`config.mk`:
```
export PLATFORM = sky130hd
export DESIGN_NAME = ifetch_unit
export DESIGN_NICKNAME = d
export VERILOG_FILES = /design/src/rtl/riscv_pkg.sv /design/src/rtl/fetch_buf.sv /design/src/rtl/ifetch_unit.sv
export SDC_FILE = /design/constraint.sdc
export NUM_CORES = 1
export LEC_CHECK = 0
export BUFFER_PORTS_ARGS = -buffer_cell sky130_fd_sc_hd__buf_4
export CAP_MARGIN = 20
export CELL_PAD_IN_SITES_DETAIL_PLACEMENT = 0
export CELL_PAD_IN_SITES_GLOBAL_PLACEMENT = 1
export CORE_MARGIN = 4
export CORE_UTILIZATION = 36
export DETAILED_ROUTE_END_ITERATION = 8
export GPL_ROUTABILITY_DRIVEN = 0
export PLACE_DENSITY_LB_ADDON = 0.05
export SLEW_MARGIN = 0
export SYNTH_ARGS = -nofsm -noshare
export SYNTH_HDL_FRONTEND = slang
export SYNTH_SLANG_ARGS = --single-unit
```
`constraint.sdc`:
```
create_clock -name clk -period 3.3 [get_ports clk]
set_input_delay 0.33 -clock clk [delete_from_list [all_inputs] [get_ports clk]]
set_output_delay 0.33 -clock clk [all_outputs]
set_load 0.05 [all_outputs]
```
`src/rtl/riscv_pkg.sv`:
```
// Shared fetch-path definitions: datapath width, fetch FSM states,
// buffered fetch entry layout and small PC helpers.
package riscv_pkg;

    localparam int XLEN = 32;

    // Canonical RISC-V no-op (addi x0, x0, 0).
    localparam logic [XLEN-1:0] INSTR_NOP = 32'h0000_0013;

    typedef enum logic [1:0] {
        FETCH = 2'd0,
        STALL = 2'd1,
        HALT  = 2'd2
    } fetch_state_t;

    // One buffered instruction: the byte PC it was fetched from and the word.
    typedef struct packed {
        logic [XLEN-1:0] pc;
        logic [XLEN-1:0] data;
    } fetch_entry_t;

    localparam fetch_entry_t ENTRY_ZERO = '{pc: 32'h0000_0000, data: 32'h0000_0000};

    // Clear the two byte-offset bits; fetch only ever works on whole words.
    function automatic logic [XLEN-1:0] align_pc(input logic [XLEN-1:0] pc);
        return pc & ~32'h0000_0003;
    endfunction

    // Byte PC to instr_ram word address.
    function automatic logic [XLEN-1:0] word_address(input logic [XLEN-1:0] pc);
        return pc >> 2;
    endfunction

    // Sequential next PC; wraps modulo 2^32.
    function automatic logic [XLEN-1:0] next_pc(input logic [XLEN-1:0] pc);
        return pc + 32'd4;
    endfunction

endpackage

```
`src/rtl/fetch_buf.sv`:
```
// Two-entry in-order buffer of fetched instructions.
// Slot 0 is always the head; slot 1 shifts down on a pop. Empty slots are
// held at zero so the head outputs read as zero when nothing is buffered.
module fetch_buf
    import riscv_pkg::*;
(
    input  logic         clk,
    input  logic         rst_n,
    input  logic         flush,
    input  logic         push,
    input  logic         pop,
    input  fetch_entry_t push_entry,
    output logic [1:0]   count,
    output logic         head_valid,
    output fetch_entry_t head
);

    logic [1:0]   count_r;
    logic [1:0]   count_nxt_s;
    fetch_entry_t slot0_r;
    fetch_entry_t slot1_r;
    fetch_entry_t slot0_nxt_s;
    fetch_entry_t slot1_nxt_s;
    logic         do_push_s;
    logic         do_pop_s;

    // Qualify requests: never pop an empty buffer, never overfill a full one.
    always_comb begin
        do_pop_s  = pop & (count_r != 2'd0);
        do_push_s = push & ((count_r != 2'd2) | do_pop_s);
    end

    // Next slot contents and occupancy; flush beats every other request.
    always_comb begin
        slot0_nxt_s = slot0_r;
        slot1_nxt_s = slot1_r;
        count_nxt_s = count_r;
        if (flush) begin
            slot0_nxt_s = ENTRY_ZERO;
            slot1_nxt_s = ENTRY_ZERO;
            count_nxt_s = 2'd0;
        end else begin
            case ({do_push_s, do_pop_s})
                2'b11: begin
                    // Occupancy unchanged; the new entry goes behind the survivor.
                    if (count_r == 2'd1) begin
                        slot0_nxt_s = push_entry;
                    end else begin
                        slot0_nxt_s = slot1_r;
                        slot1_nxt_s = push_entry;
                    end
                end
                2'b10: begin
                    if (count_r == 2'd0) begin
                        slot0_nxt_s = push_entry;
                    end else begin
                        slot1_nxt_s = push_entry;
                    end
                    count_nxt_s = count_r + 2'd1;
                end
                2'b01: begin
                    slot0_nxt_s = slot1_r;
                    slot1_nxt_s = ENTRY_ZERO;
                    count_nxt_s = count_r - 2'd1;
                end
                default: begin
                    slot0_nxt_s = slot0_r;
                    slot1_nxt_s = slot1_r;
                    count_nxt_s = count_r;
                end
            endcase
        end
    end

    // Buffer state registers with synchronous active-low reset.
    always_ff @(posedge clk) begin
        if (!rst_n) begin
            slot0_r <= ENTRY_ZERO;
            slot1_r <= ENTRY_ZERO;
            count_r <= 2'd0;
        end else begin
            slot0_r <= slot0_nxt_s;
            slot1_r <= slot1_nxt_s;
            count_r <= count_nxt_s;
        end
    end

    assign count      = count_r;
    assign head_valid = (count_r != 2'd0);
    assign head       = slot0_r;

endmodule

```
`src/rtl/ifetch_unit.sv`:
```
// Instruction-fetch front end: owns the fetch PC, reads instr_ram
// combinationally, and hands {pc, instr} to decode through a two-entry
// buffer with a valid/ready handshake. Redirect flushes and restarts fetch;
// halt stops new fetches while the buffer drains. The RAM is never written.
module ifetch_unit
    import riscv_pkg::*;
#(
    parameter logic [31:0] RESET_PC  = 32'h0000_0000,
    parameter int          BUF_DEPTH = 2
) (
    input  logic        clk,
    input  logic        rst_n,
    output logic        ram_we,
    output logic [31:0] ram_address,
    output logic [31:0] ram_wdata,
    input  logic [31:0] ram_rdata,
    input  logic        redirect_valid,
    input  logic [31:0] redirect_pc,
    input  logic        halt,
    output logic        instr_valid,
    input  logic        instr_ready,
    output logic [31:0] instr_data,
    output logic [31:0] instr_pc
);

    // The buffer is a fixed two-slot structure; other depths are rejected.
    if (BUF_DEPTH != 2) begin : g_bad_depth
        $error("ifetch_unit: BUF_DEPTH must be 2");
    end

    localparam logic [1:0]      ST_FETCH   = FETCH;
    localparam logic [1:0]      ST_STALL   = STALL;
    localparam logic [1:0]      ST_HALT    = HALT;
    localparam logic [XLEN-1:0] PC_AT_RESET = align_pc(RESET_PC);

    logic [1:0]      state_r;
    logic [1:0]      state_nxt_s;
    logic [XLEN-1:0] fetch_pc_r;
    logic [XLEN-1:0] fetch_pc_nxt_s;
    logic            push_s;
    logic            pop_s;
    logic [1:0]      count_s;
    logic            head_valid_s;
    fetch_entry_t    head_s;
    fetch_entry_t    push_entry_s;

    fetch_buf u_fetch_buf (
        .clk        (clk),
        .rst_n      (rst_n),
        .flush      (redirect_valid),
        .push       (push_s),
        .pop        (pop_s),
        .push_entry (push_entry_s),
        .count      (count_s),
        .head_valid (head_valid_s),
        .head       (head_s)
    );

    // Handshake and issue decision; a redirect suppresses this cycle's push.
    always_comb begin
        pop_s = head_valid_s & instr_ready;
        if ((state_r == ST_FETCH) && !redirect_valid &&
            ((count_s != 2'd2) || pop_s)) begin
            push_s = 1'b1;
        end else begin
            push_s = 1'b0;
        end
        push_entry_s.pc   = fetch_pc_r;
        push_entry_s.data = ram_rdata;
    end

    // Fetch FSM next state; redirect overrides and lands according to halt.
    always_comb begin
        state_nxt_s = state_r;
        if (redirect_valid) begin
            state_nxt_s = halt ? ST_HALT : ST_FETCH;
        end else begin
            case (state_r)
                ST_FETCH: begin
                    if (halt) begin
                        state_nxt_s = ST_HALT;
                    end else if ((count_s == 2'd2) && !pop_s) begin
                        state_nxt_s = ST_STALL;
                    end else begin
                        state_nxt_s = ST_FETCH;
                    end
                end
                ST_STALL: begin
                    if (halt) begin
                        state_nxt_s = ST_HALT;
                    end else if (pop_s || (count_s != 2'd2)) begin
                        state_nxt_s = ST_FETCH;
                    end else begin
                        state_nxt_s = ST_STALL;
                    end
                end
                ST_HALT: begin
                    if (halt) begin
                        state_nxt_s = ST_HALT;
                    end else begin
                        state_nxt_s = ST_FETCH;
                    end
                end
                default: begin
                    state_nxt_s = ST_FETCH;
                end
            endcase
        end
    end

    // Next fetch PC: redirect target, sequential advance on push, else hold.
    always_comb begin
        if (redirect_valid) begin
            fetch_pc_nxt_s = align_pc(redirect_pc);
        end else if (push_s) begin
            fetch_pc_nxt_s = next_pc(fetch_pc_r);
        end else begin
            fetch_pc_nxt_s = fetch_pc_r;
        end
    end

    // PC and FSM registers with synchronous active-low reset.
    always_ff @(posedge clk) begin
        if (!rst_n) begin
            state_r    <= ST_FETCH;
            fetch_pc_r <= PC_AT_RESET;
        end else begin
            state_r    <= state_nxt_s;
            fetch_pc_r <= fetch_pc_nxt_s;
        end
    end

    assign ram_we      = 1'b0;
    assign ram_wdata   = 32'h0000_0000;
    assign ram_address = word_address(fetch_pc_r);
    assign instr_valid = head_valid_s;
    assign instr_data  = head_s.data;
    assign instr_pc    = head_s.pc;

endmodule

```
==> qor.yml <==
critical_path:
  reg2reg_depth: 9
  critPathRequiredTime_ns: 3.61
  critPathArrivalTime_ns: 3.28
  timing.rr.start: "u_fetch_buf.count[0]"
  critical_path_class: "reg2reg"
  start_kind: "flip-flop"
  crit_fanout: 33
  cp_slowest_cell: "mux2_2"
  cpPeakStageDelay_ns: 0.69
  worst_r2r_endpoint: "u_fetch_buf.head[52]"
  path_cells: "inv_1 > ha_1 > nand2b_1 > a21oi_1 > nand2_1 > ha_2 > mux2_2 > a221oi_1 > nor3_1"
  r2r_setup_slack_ns: 0.32
  cp-end-kind: "flip-flop"
cts:
  postCtsSetupBuffers: 0
  clockBufferDepth: 2
  numCtsBuffers: 17
  cts.clk_slew.worst_paths_ns: 0.07
  root_buffer: "clkbuf_16"
  clock_latency_ns: 0.43
  htree_levels: 4
  cts_tree: "yes"
  cts_hold_buf: 0
  cts_resized: 0
  cts.sinks: 158
sta:
  fmax_ghz: 0.3360
  fin_crit_sh_pct: 90.19
  hold_viol: 0
  drv_slew: 0
  rsz0062_at_grt: "false"
  relSlewSlack_pct: 27.91
  setup_violations: 0
  final.setup_skew_ns: 0.01356
  tightest_slew_ns: 1.077
  tns_ns: 0
  finalCriticalPeriod_ns: 2.976
power_and_ir_drop:
  fin_total_pwr_mw: 5.365
  swShare_pct: 35.52
  irDropWorstVdd_uv: 298.0
  pwr-share-clk_pct: 35.3
  p_leak_nw: 3.736
  p_switching_mw: 1.906
  seqPwrFrac_pct: 39.2
  p_comb_share_pct: 25.5
  powerDensity_mw_per_mm2: 538.7
  intPower_mw: 3.459
yosys:
  ys_top_cells_by_area: "dfxtp_1 (39%), nand2_1 (6.4%), a21oi_1 (6.1%)"
  ys_seq_elements: 158
  synthArstFlopShare_pct: 0
  synth-main-ff-cell: "dfxtp_1"
  synth_top_cell_area_share_pct: 39.23
  yosys_warnings: 0
  synth.distinct_cells: 62
  netlist_area_mm2: 0.008063
  synth_seq_area_share_pct: 39.23
  synth_edf_count: 0
  synth_top_area_cell: "dfxtp_1"
  syn_inst: 976
  avgSynthCellArea_um2: 8.261
die:
  core_area_mm2: 0.02196
  die_area_mm2: 0.02486
  fp-row-count: 54
  ioPinCount: 199
  dieWidth_um: 157.7
  dieHeight_um: 157.7
  start_util_pct: 36.72
global_route:
  grt_use_total_pct: 20.57
  grt_max_degree: 60
  grt-ovfl-total: 0
  grt_antenna_before_repair: 0
  grt_pass1_vias: 7240
  grt_first_pass_wirelength_mm: 40.88
final_layout:
  drive_gt1_share_pct: 23.41
  area.sequential_mm2: 0.003163
  fill_cells: 2235
  nNetsFinal: 1163
  syn2layout_area_growth_pct: 23.51
  multi_input_area_mm2: 0.004422
  n_antenna_cell: 0
routing:
  drc: 0
  ant_nets: 0
  vias: 7543
  wl_mm: 25.86
  drtIter0Drc: 436
  first_pass_iters: 5
  wl_per_cell_um: 18.77
  viasPerCell: 5.474
worst_hold_path:
  worstHoldStart: "halt"
  min_path_type: "in2reg"
  holdPathEnd: "state_r[0]"
  holdPathStages: 2
outcome:
  status: "finished, final reports clean"
run:
  cap_violations: 0
placement:
  place.port_buffers: 159
  dp_hpwl_mm: 16.34
-- power groups by stage --
stage               sequential (mW)  clock (mW)  combinational (mW)
floorplan                      2.34           0               0.742
global placement               2.15           0                1.37
detailed placement             2.15           0                1.37
CTS                            2.10        1.94                1.38
global route                   2.12        2.01                1.48
finish                         2.10        1.90                1.37
-- how the worst max path moves through the flow --
stage          cells past startpoint              endpoint                 start
2_1_floorplan                     12  u_fetch_buf.head[38]  u_fetch_buf.count[0]
6_report                           9  u_fetch_buf.head[52]  u_fetch_buf.count[0]
4_1_cts                            9  u_fetch_buf.head[45]  u_fetch_buf.count[0]
5_1_grt                            9  u_fetch_buf.head[27]  u_fetch_buf.count[0]
3_3_place_gp                       9  u_fetch_buf.head[51]  u_fetch_buf.count[0]
3_5_place_dp                       9  u_fetch_buf.head[60]  u_fetch_buf.count[0]
-- cell type report --
class                      instances  share of cell area, %
clock inverter                    10                 0.8041
sequential                       158                  31.76
inverter                          12                 0.4523
timing repair buffer             183                  14.30
clock buffer                      22                  4.762
multi-input combinational        713                  44.40
tap                              280                  3.518
-- cells in the mapped netlist (all sizes together), types with 8 or more instances --
cell,n
nor3,41
clkbuf,69
buf,60
a31oi,13
nand3b,61
ha,9
a21oi,99
nand4,8
inv,12
nand3,13
a211oi,8
o211ai,44
a221oi,35
nor2,44
and2,11
dfxtp,158
mux2,30
or4,10
a22oi,29
o21ai,16
nand2,138
-- critical path: cells and delay by family, from the launching register on --
family                     cells  cell delay (ns)
adders and majority gates      2             0.74
buffers and inverters          1             0.08
DFF                            1             0.38
and+or+nand+nor                3             0.37
AOI/OAI and AO/OA              2             0.58
muxes                          1             0.69
-- metrics by stage --
| step | hold slack [ns] | instances | setup slack (ns) | util (%) | area (um2) |
|---|---|---|---|---|---|
| after floorplan | 0.4082 | 1012 | 0.1446 | - | 8198 |
| after global placement | 0.4384 | 1346 | 0.3802 | 42.83 | 9404 |
| after detailed placement | 0.4447 | 1346 | 0.3538 | 42.83 | 9404 |
| after CTS | 0.07814 | 1378 | 0.3360 | 45.35 | 9958 |
| after global routing | 0.09005 | 1378 | 0.07207 | 45.35 | 9958 |
| final | 0.09105 | 1378 | 0.3239 | 45.35 | 9958 |
-- cells by family (layout without fill, tap and decap cells) --
family,after synthesis,after routing,synth area share [%]
simple gates,357,357,22.97
compound gates,271,271,22.66
buf+inv,141,227,8.520
other cells,1,37,0.04651
xor+xnor,8,8,0.8691
fa+ha+maj,9,9,1.397
flops,158,158,39.23
mux,31,31,4.314
-- state kept, by name, summed over array words and instances (netlist names) --
name,count
u_fetch_buf.head,62
u_fetch_buf.slot1_r,62
fetch_pc_r,30
state_r,2
u_fetch_buf.count,2
-- cells in the final DEF (no fill, tap or decap), types with 3 or more instances in the layout --
| cell type | count |
|---|---|
| buf_4 | 179 |
| dfxtp_1 | 158 |
| nand2_1 | 138 |
| a21oi_1 | 99 |
| nand3b_1 | 61 |
| o211ai_1 | 44 |
| nor2_1 | 44 |
| nor3_1 | 41 |
| conb_1 | 37 |
| a221oi_1 | 34 |
| mux2_2 | 30 |
| a22oi_1 | 29 |
| clkbuf_16 | 17 |
| o21ai_0 | 15 |
| nand3_1 | 13 |
| inv_1 | 12 |
| a31oi_1 | 12 |
| and2_1 | 11 |
| or4_1 | 9 |
| nand4_1 | 7 |
| a211oi_1 | 7 |
| and4_1 | 6 |
| xnor2_1 | 6 |
| clkinvlp_4 | 6 |
| a311oi_1 | 5 |
| ha_1 | 5 |
| nor4_1 | 4 |
| a211o_1 | 4 |
| ha_2 | 4 |
| inv_6 | 4 |
| buf_12 | 4 |
| nand2b_1 | 3 |
| or3_1 | 3 |
| o311a_1 | 3 |
| clkbuf_8 | 3 |
-- routing by layer --
layer | global-route usage, % | vias up | share of wire, %
li1 | - | 3710 | -
met1 | 28.32 | 3641 | 48
met2 | 33.48 | 170 | 47
met3 | 3.472 | 22 | 4.1
met4 | 5.571 | 0 | 1.4
met5 | 0 | - | 0
Power figures use the tool's default switching activity.
